File: src/rtl/key_pulse_gen.sv
// Active-low key line pulse generator: one accepted request gives exactly HOLD_CYCLES low clocks
// followed by at least GAP_CYCLES high clocks. Define KEY_PULSE_PENDING_EN for a one-deep request queue.
module key_pulse_gen #(
    parameter int unsigned HOLD_CYCLES = 1024,
    parameter int unsigned GAP_CYCLES  = 1024,
    parameter int unsigned CNT_W       = 11,
    parameter int unsigned DROP_W      = 8
) (
    input  logic              clk_in,
    input  logic              rst_n,
    input  logic              trig_in,
    input  logic              abort_in,
    output logic              trig_ready,
    output logic              key_out,
    output logic              busy,
    output logic              done,
    output logic [DROP_W-1:0] drop_cnt
);

    localparam logic [CNT_W-1:0] HOLD_LAST = CNT_W'(HOLD_CYCLES - 1);
    localparam logic [CNT_W-1:0] GAP_LAST  = CNT_W'(GAP_CYCLES - 1);

    typedef enum logic [1:0] {
        S_IDLE   = 2'd0,
        S_ASSERT = 2'd1,
        S_GAP    = 2'd2
    } state_t;

    state_t            r_state;
    logic [CNT_W-1:0]  r_cnt;
    logic              r_key;
    logic              r_done;
    logic [DROP_W-1:0] r_drop_cnt;

    logic w_pending;
    logic w_accept;
    logic w_drop;
    logic w_gap_end;

    // Abort has priority: a request seen together with abort is neither taken nor counted.
    assign w_accept  = trig_in && trig_ready && !abort_in;
    assign w_drop    = trig_in && !trig_ready && !abort_in;
    assign w_gap_end = (r_state == S_GAP) && (r_cnt == GAP_LAST);

`ifdef KEY_PULSE_PENDING_EN
    logic r_pending;

    // A request taken while busy is parked here until the current gap runs out.
    always_ff @(posedge clk_in or negedge rst_n) begin
        if (!rst_n) begin
            r_pending <= 1'b0;
        end else if (abort_in || w_gap_end) begin
            r_pending <= 1'b0;
        end else if (w_accept && (r_state != S_IDLE)) begin
            r_pending <= 1'b1;
        end
    end

    assign w_pending  = r_pending;
    assign trig_ready = (r_state == S_IDLE) || !r_pending;
`else
    assign w_pending  = 1'b0;
    assign trig_ready = (r_state == S_IDLE);
`endif

    always_ff @(posedge clk_in or negedge rst_n) begin
        if (!rst_n) begin
            r_state    <= S_IDLE;
            r_cnt      <= '0;
            r_key      <= 1'b1;
            r_done     <= 1'b0;
            r_drop_cnt <= '0;
        end else begin
            r_done <= 1'b0;
            if (w_drop && !(&r_drop_cnt)) begin
                r_drop_cnt <= r_drop_cnt + DROP_W'(1);
            end
            case (r_state)
                S_IDLE: begin
                    if (w_accept) begin
                        r_state <= S_ASSERT;
                        r_cnt   <= '0;
                        r_key   <= 1'b0;
                    end
                end
                S_ASSERT: begin
                    if (abort_in || (r_cnt == HOLD_LAST)) begin
                        r_state <= S_GAP;
                        r_cnt   <= '0;
                        r_key   <= 1'b1;
                        r_done  <= 1'b1;
                    end else begin
                        r_cnt <= r_cnt + CNT_W'(1);
                    end
                end
                S_GAP: begin
                    if (w_gap_end) begin
                        r_cnt <= '0;
                        // A request landing on the last gap cycle starts immediately rather than queueing.
                        if ((w_pending && !abort_in) || w_accept) begin
                            r_state <= S_ASSERT;
                            r_key   <= 1'b0;
                        end else begin
                            r_state <= S_IDLE;
                        end
                    end else begin
                        r_cnt <= r_cnt + CNT_W'(1);
                    end
                end
                default: begin
                    r_state <= S_IDLE;
                    r_cnt   <= '0;
                    r_key   <= 1'b1;
                end
            endcase
        end
    end

    assign key_out  = r_key;
    assign done     = r_done;
    assign busy     = (r_state != S_IDLE);
    assign drop_cnt = r_drop_cnt;

endmodule

File: config.mk
export PLATFORM = sky130hd
export DESIGN_NAME = key_pulse_gen
export DESIGN_NICKNAME = d
export VERILOG_FILES = /design/src/rtl/key_pulse_gen.sv
export SDC_FILE = /design/constraint.sdc
export NUM_CORES = 1
export LEC_CHECK = 0
export BUFFER_PORTS_ARGS = -buffer_cell sky130_fd_sc_hd__buf_2
export CAP_MARGIN = 25
export CORE_MARGIN = 8
export CORE_UTILIZATION = 40
export CTS_CLUSTER_DIAMETER = 80
export CTS_CLUSTER_SIZE = 40
export DETAILED_ROUTE_END_ITERATION = 8
export HOLD_SLACK_MARGIN = 0.05
export PLACE_DENSITY_LB_ADDON = 0.2
export SLEW_MARGIN = 5
export SYNTH_ARGS = -nofsm -noshare
export SYNTH_HDL_FRONTEND = slang
export SYNTH_SLANG_ARGS = --single-unit
File: constraint.sdc
create_clock -name clk_in -period 1.6 [get_ports clk_in]
set_input_delay 0.48 -clock clk_in [delete_from_list [all_inputs] [get_ports clk_in]]
set_output_delay 0.48 -clock clk_in [all_outputs]
set_load 0.01 [all_outputs]
# Word level (Yosys, flattened, before mapping)
# Index checks and enable logic that the tools add are counted.
[classes] eq_ne=6 n_lt_le_gt_ge=0 bitwise_logic=0 n_mul=0 add_sub_neg=2 n_shift=0 reduce_logical=15 mux=15 n_div=0
[op_table] op="$mux 11" count=3
[op_table] op="$pmux 11 s3" count=1
[op_table] op="$add 11x1->11 const B" count=1
[op_table] op="$eq 11x10->1 const B" count=1
[op_table] op="$add 8x1->8 const B" count=1
[op_table] op="$reduce_and 8->1" count=1
[op_table] op="$logic_and 1x1->1" count=6
[op_table] op="$mux 1" count=6
[op_table] op="$mux 2" count=3
[op_table] op="$pmux 2 s3" count=1
[op_table] op="$ne 2x2->1 const B" count=2
[op_table] op="$logic_not 1->1" count=3
[op_table] op="$pmux 1 s3" count=1
[op_table] op="$reduce_and 3->1" count=1
[op_table] op="$eq 2x1->1 const B" count=1
[op_table] op="$eq 2x2->1 const B" count=1
[op_table] op="$logic_not 2->1" count=1
[op_table] op="$ne 2x1->1 const B" count=1
[op_table] op="$reduce_and 2->1" count=1
[op_table] op="$reduce_bool 2->1" count=1
[op_table] op="$logic_or 1x1->1" count=1
[word_totals] ram_bits=0 elab_cells=43 inputBits=4 output_inout_bits=12 rom_bits=0 memories=0 latch_bits=0 register_bits=23

# Longest topological paths before layout
[depth] ltp_word=6 mapped_depth=6

# Least setup slack after synthesis
# Ideal clock, no wire load.
[synth_path] path_type="flip-flop to output port" from="reg r_state[0]" to="out busy" stages_incl_launch_ff=5 t_arrival_ns=1.160 required_ns=1.120 path_slack_ns=-0.040 path_cell_list="dfrtp_1 > inv_1 > ha_1 > buf_1 > inv_1"
[synth_via] elab_chain_cells=1
[synth_lines] item="from (decl)" line_no="29" source="state_t r_state;"
[synth_lines] item="from (signal assigned)" line_no="68" source="r_state <= S_IDLE;"
[synth_lines] item="from (signal assigned)" line_no="81" source="r_state <= S_ASSERT;"
[synth_lines] item="from (signal assigned)" line_no="88" source="r_state <= S_GAP;"
[synth_lines] item="$reduce_bool 2->1" line_no="121" source="assign busy = (r_state != S_IDLE);"
[synth_lines] item="to (decl)" line_no="15" source="output logic busy,"
# No other way between the ends.

# Worst setup path in the final report
[layout_path] from="reg r_state[1]" to="out busy"
# The elaborated chain is that of the path after synthesis.

==> impl_metrics.env <==
export IMPL_status="complete, but fails checks"
export IMPL_failed_checks="negative setup slack"
export IMPL_rr_startpoint="r_state[0]"
export IMPL_synth_seq_area_share_pct=46.9
export IMPL_grt_pass1_vias=1033
export IMPL_dpl_hpwl_microns=1960
export IMPL_worst_setup_path_end_kind="output port"
export IMPL_mappedNetlistNets=128
export IMPL_worst_ep_arrival_time_ns=1.18
export IMPL_placedCellCount=173
export IMPL_initial_utilization_pct=41.3
export IMPL_netlist_area_sq_mm=0.00123
export IMPL_netlist_area_leader_share_pct=44.8
export IMPL_finalPower_w=0.00238
export IMPL_worst_clock_skew_ns=0.00619
export IMPL_seqCellArea_sq_um=577
export IMPL_rrSetupSlack_ns=0.01
export IMPL_total_of_fill_cells_in_the_finished_design=270
export IMPL_worst_vdd_ir_v=0.00102
export IMPL_fmaxAchievable_mhz=602
export IMPL_synth_warnings=0
export IMPL_grt_overflow_total=0
export IMPL_row_count=20
export IMPL_top_layer="met4"
export IMPL_clk_transition_reported_paths_ns=0.12
export IMPL_power_leakage_nw=0.738
export IMPL_h_tree_depth=1
export IMPL_pwr_density_cell_mw_per_mm2=1500
export IMPL_yosys_most_used_dff="dfrtp_1"
export IMPL_worst_path_fanout_max=3
export IMPL_drive_above_1_share_pct=34.9
export IMPL_timing_slew_headroom_pct=64.3
export IMPL_vias_per_cell=5.16
export IMPL_grt_first_pass_wirelength_microns=4560
export IMPL_drt_met1_wl_microns=1160
export IMPL_finalSetupTns_ns=-0.106
export IMPL_mostFrequentLayoutCell="dfrtp_1"
export IMPL_grt_max_degree=24
export IMPL_worst_path_dominant_cell_family="flip-flops"
export IMPL_met2RoutedLength_microns=1400
export IMPL_numCtsBuffers=3
export IMPL_fp_dieH_microns=71.5
export IMPL_ios=16
export IMPL_min_path_type="primary input to async pin"
export IMPL_cell_count_after_synthesis=118
export IMPL_coreArea_sq_mm=0.00298
export IMPL_post_drt_wl_per_cell_microns=14.5
export IMPL_synth_cell_type_count=33
export IMPL_syn_to_final_growth_pct=28.6
export IMPL_synth_async_reset_ratio_pct=100
export IMPL_placed_area_sq_mm=0.00141
export IMPL_full_die_area_sq_mm=0.00511
export IMPL_route_final_wire_length_microns=2690
export IMPL_insertedDiodeCount=0
export IMPL_critical_path_type="flip-flop to output port"
export IMPL_final_core_utilization_pct=53.1
export IMPL_routed_via_count=955
export IMPL_worst_r2r_path_depth=8
export IMPL_design_area_sq_mm=0.00158
export IMPL_finish_net_count=163
export IMPL_crit_path_cell_trace="inv_2 -> ha_4 -> buf_6 -> inv_2 -> buf_6"
export IMPL_finalSetupViolCount=2
export IMPL_mean_post_synth_cell_area_sq_um=10.4
export IMPL_clk_root_buffer_cell="clkbuf_4"
export IMPL_timing_hold_violations_final=0
export IMPL_synth_edff_count=0
export IMPL_timing_critical_path_slowest_stage_cell="dfrtp_1"
export IMPL_worst_slew_pin_slew_ns=0.536
export IMPL_groute_usage_overall_pct=11.1
export IMPL_die_width_microns=71.5
export IMPL_rsz_0062_raised_after_global_routing="true"
export IMPL_setup_worst_path_start_class="flip-flop"
export IMPL_dr_first_iter_drc_count=27
export IMPL_synthDominantAreaCellType="dfrtp_1"
export IMPL_detailedRoute_firstPassIterationCount=4
export IMPL_yosys_register_bits=23
export IMPL_ant_nets=0
export IMPL_clk_insertion_delay_late_ns=0.31
export IMPL_worstReg2RegEnd="drop_cnt[3]"
export IMPL_post_route_period_util_pct=104
export IMPL_drc=0
export IMPL_critical_path_buf_inv_count=4
export IMPL_post_route_worst_setup_slack_ns=-0.0625
export IMPL_mostFrequentLayoutCells="dfrtp_1 (22), buf_4 (16), buf_2 (14)"
export IMPL_antenna_found_initial=0
export IMPL_tritoncts_num_sinks=23
export IMPL_instances_no_fill=185
export IMPL_clock_tree_from_tritoncts="done"
export IMPL_clockBufferDepth=2
export IMPL_met3_length_microns=71
export IMPL_multiInputGateArea_sq_um=683
export IMPL_io_buffer_count=15
export IMPL_critPathMaxStageDelay_ns=0.41
export IMPL_finalWeightedCongestion=0.738
export IMPL_post_route_min_period_ns=1.66
export IMPL_cap_violations=0
export IMPL_final_max_slew_viol_count=0
export IMPL_cp_required_ns=1.12
export IMPL_synth_top_cells_by_area="dfrtp_1 (45%), xnor2_1 (9.3%), ha_1 (6.1%)"
==> synthesized netlist by cell type, types with 2 or more instances <==
master	count
dfrtp_1	22
xnor2_1	13
nor2_1	12
nand2_1	9
inv_1	7
ha_1	6
nand3_1	6
a211oi_1	4
a21oi_1	4
nand4_1	4
xor2_1	3
and3_1	2
buf_2	2
mux2_1	2
o21a_1	2
o21ai_1	2
or3_1	2
==> routing by layer <==
| metal | up-vias | track usage (%) |
|---|---|---|
| met4 | 0 | 4.76 |
| met1 | 464 | 11.5 |
| li1 | 472 | - |
| met5 | - | 0 |
| met3 | 6 | 1.95 |
| met2 | 13 | 21.3 |
==> power by group <==
group	leakage (nW)	switching, W	internal [W]
combinational	0.417	0.000613	0.000674
sequential	0.306	0.000110	0.000713
clock	0.0150	0.000170	0.0000973
==> cell type report <==
type,instances,area share (%)
clock buffers,4,1.66
inverters,7,1.66
multi-input cells,85,43.2
flip-flops and latches,23,36.5
well taps,33,2.61
repair buffers,33,14.4
==> cell families (layout without fill, tap and decap cells) <==
group	count (synthesis)	in the layout	share of synthesized area [%]
compound gates	19	19	11.1
xor+xnor	16	16	11.4
fa+ha+maj	6	6	6.10
buf+inv	10	44	3.26
flops	23	23	46.9
mux	2	2	1.83
simple gates	42	42	19.4
==> sequential cells by signal, summed over array words and instances (netlist names) <==
name and count:
r_state 2, key_out 1, drop_cnt 8, r_cnt 11
done 1
==> worst max path at each step <==
stage	slack, ns	cells after the start	from	endpoint
floorplan	0.07	6	r_state[0]	drop_cnt[3]
global placement	0.07	5	abort_in	r_cnt[9]
detailed placement	0.007	5	abort_in	r_cnt[9]
CTS	-0.06	5	r_state[1]	busy
global route	-0.11	8	r_state[0]	drop_cnt[3]
finish	-0.06	5	r_state[1]	busy
==> metrics by stage <==
step / hold WS [ns] / worst slack [ns]
after floorplan: 0.184 / 0.0689
after global placement: 0.480 / 0.0661
after detailed placement: 0.487 / 0.00659
after CTS: 0.132 / -0.0598
after global routing: 0.158 / -0.115
final: 0.130 / -0.0625
==> what timing repair did <==
| item | in CTS | in global routing |
|---|---|---|
| endpoints found under the setup margin | 7 | 12 |
| hold buffers | 0 | 0 |
| gates resized for setup | 8 | 12 |
| pin swaps | 1 | 5 |
| hold endpoints to repair | 0 | 0 |
| setup buffers | 5 | 3 |
Note: power is estimated with default switching activity, not from simulation.
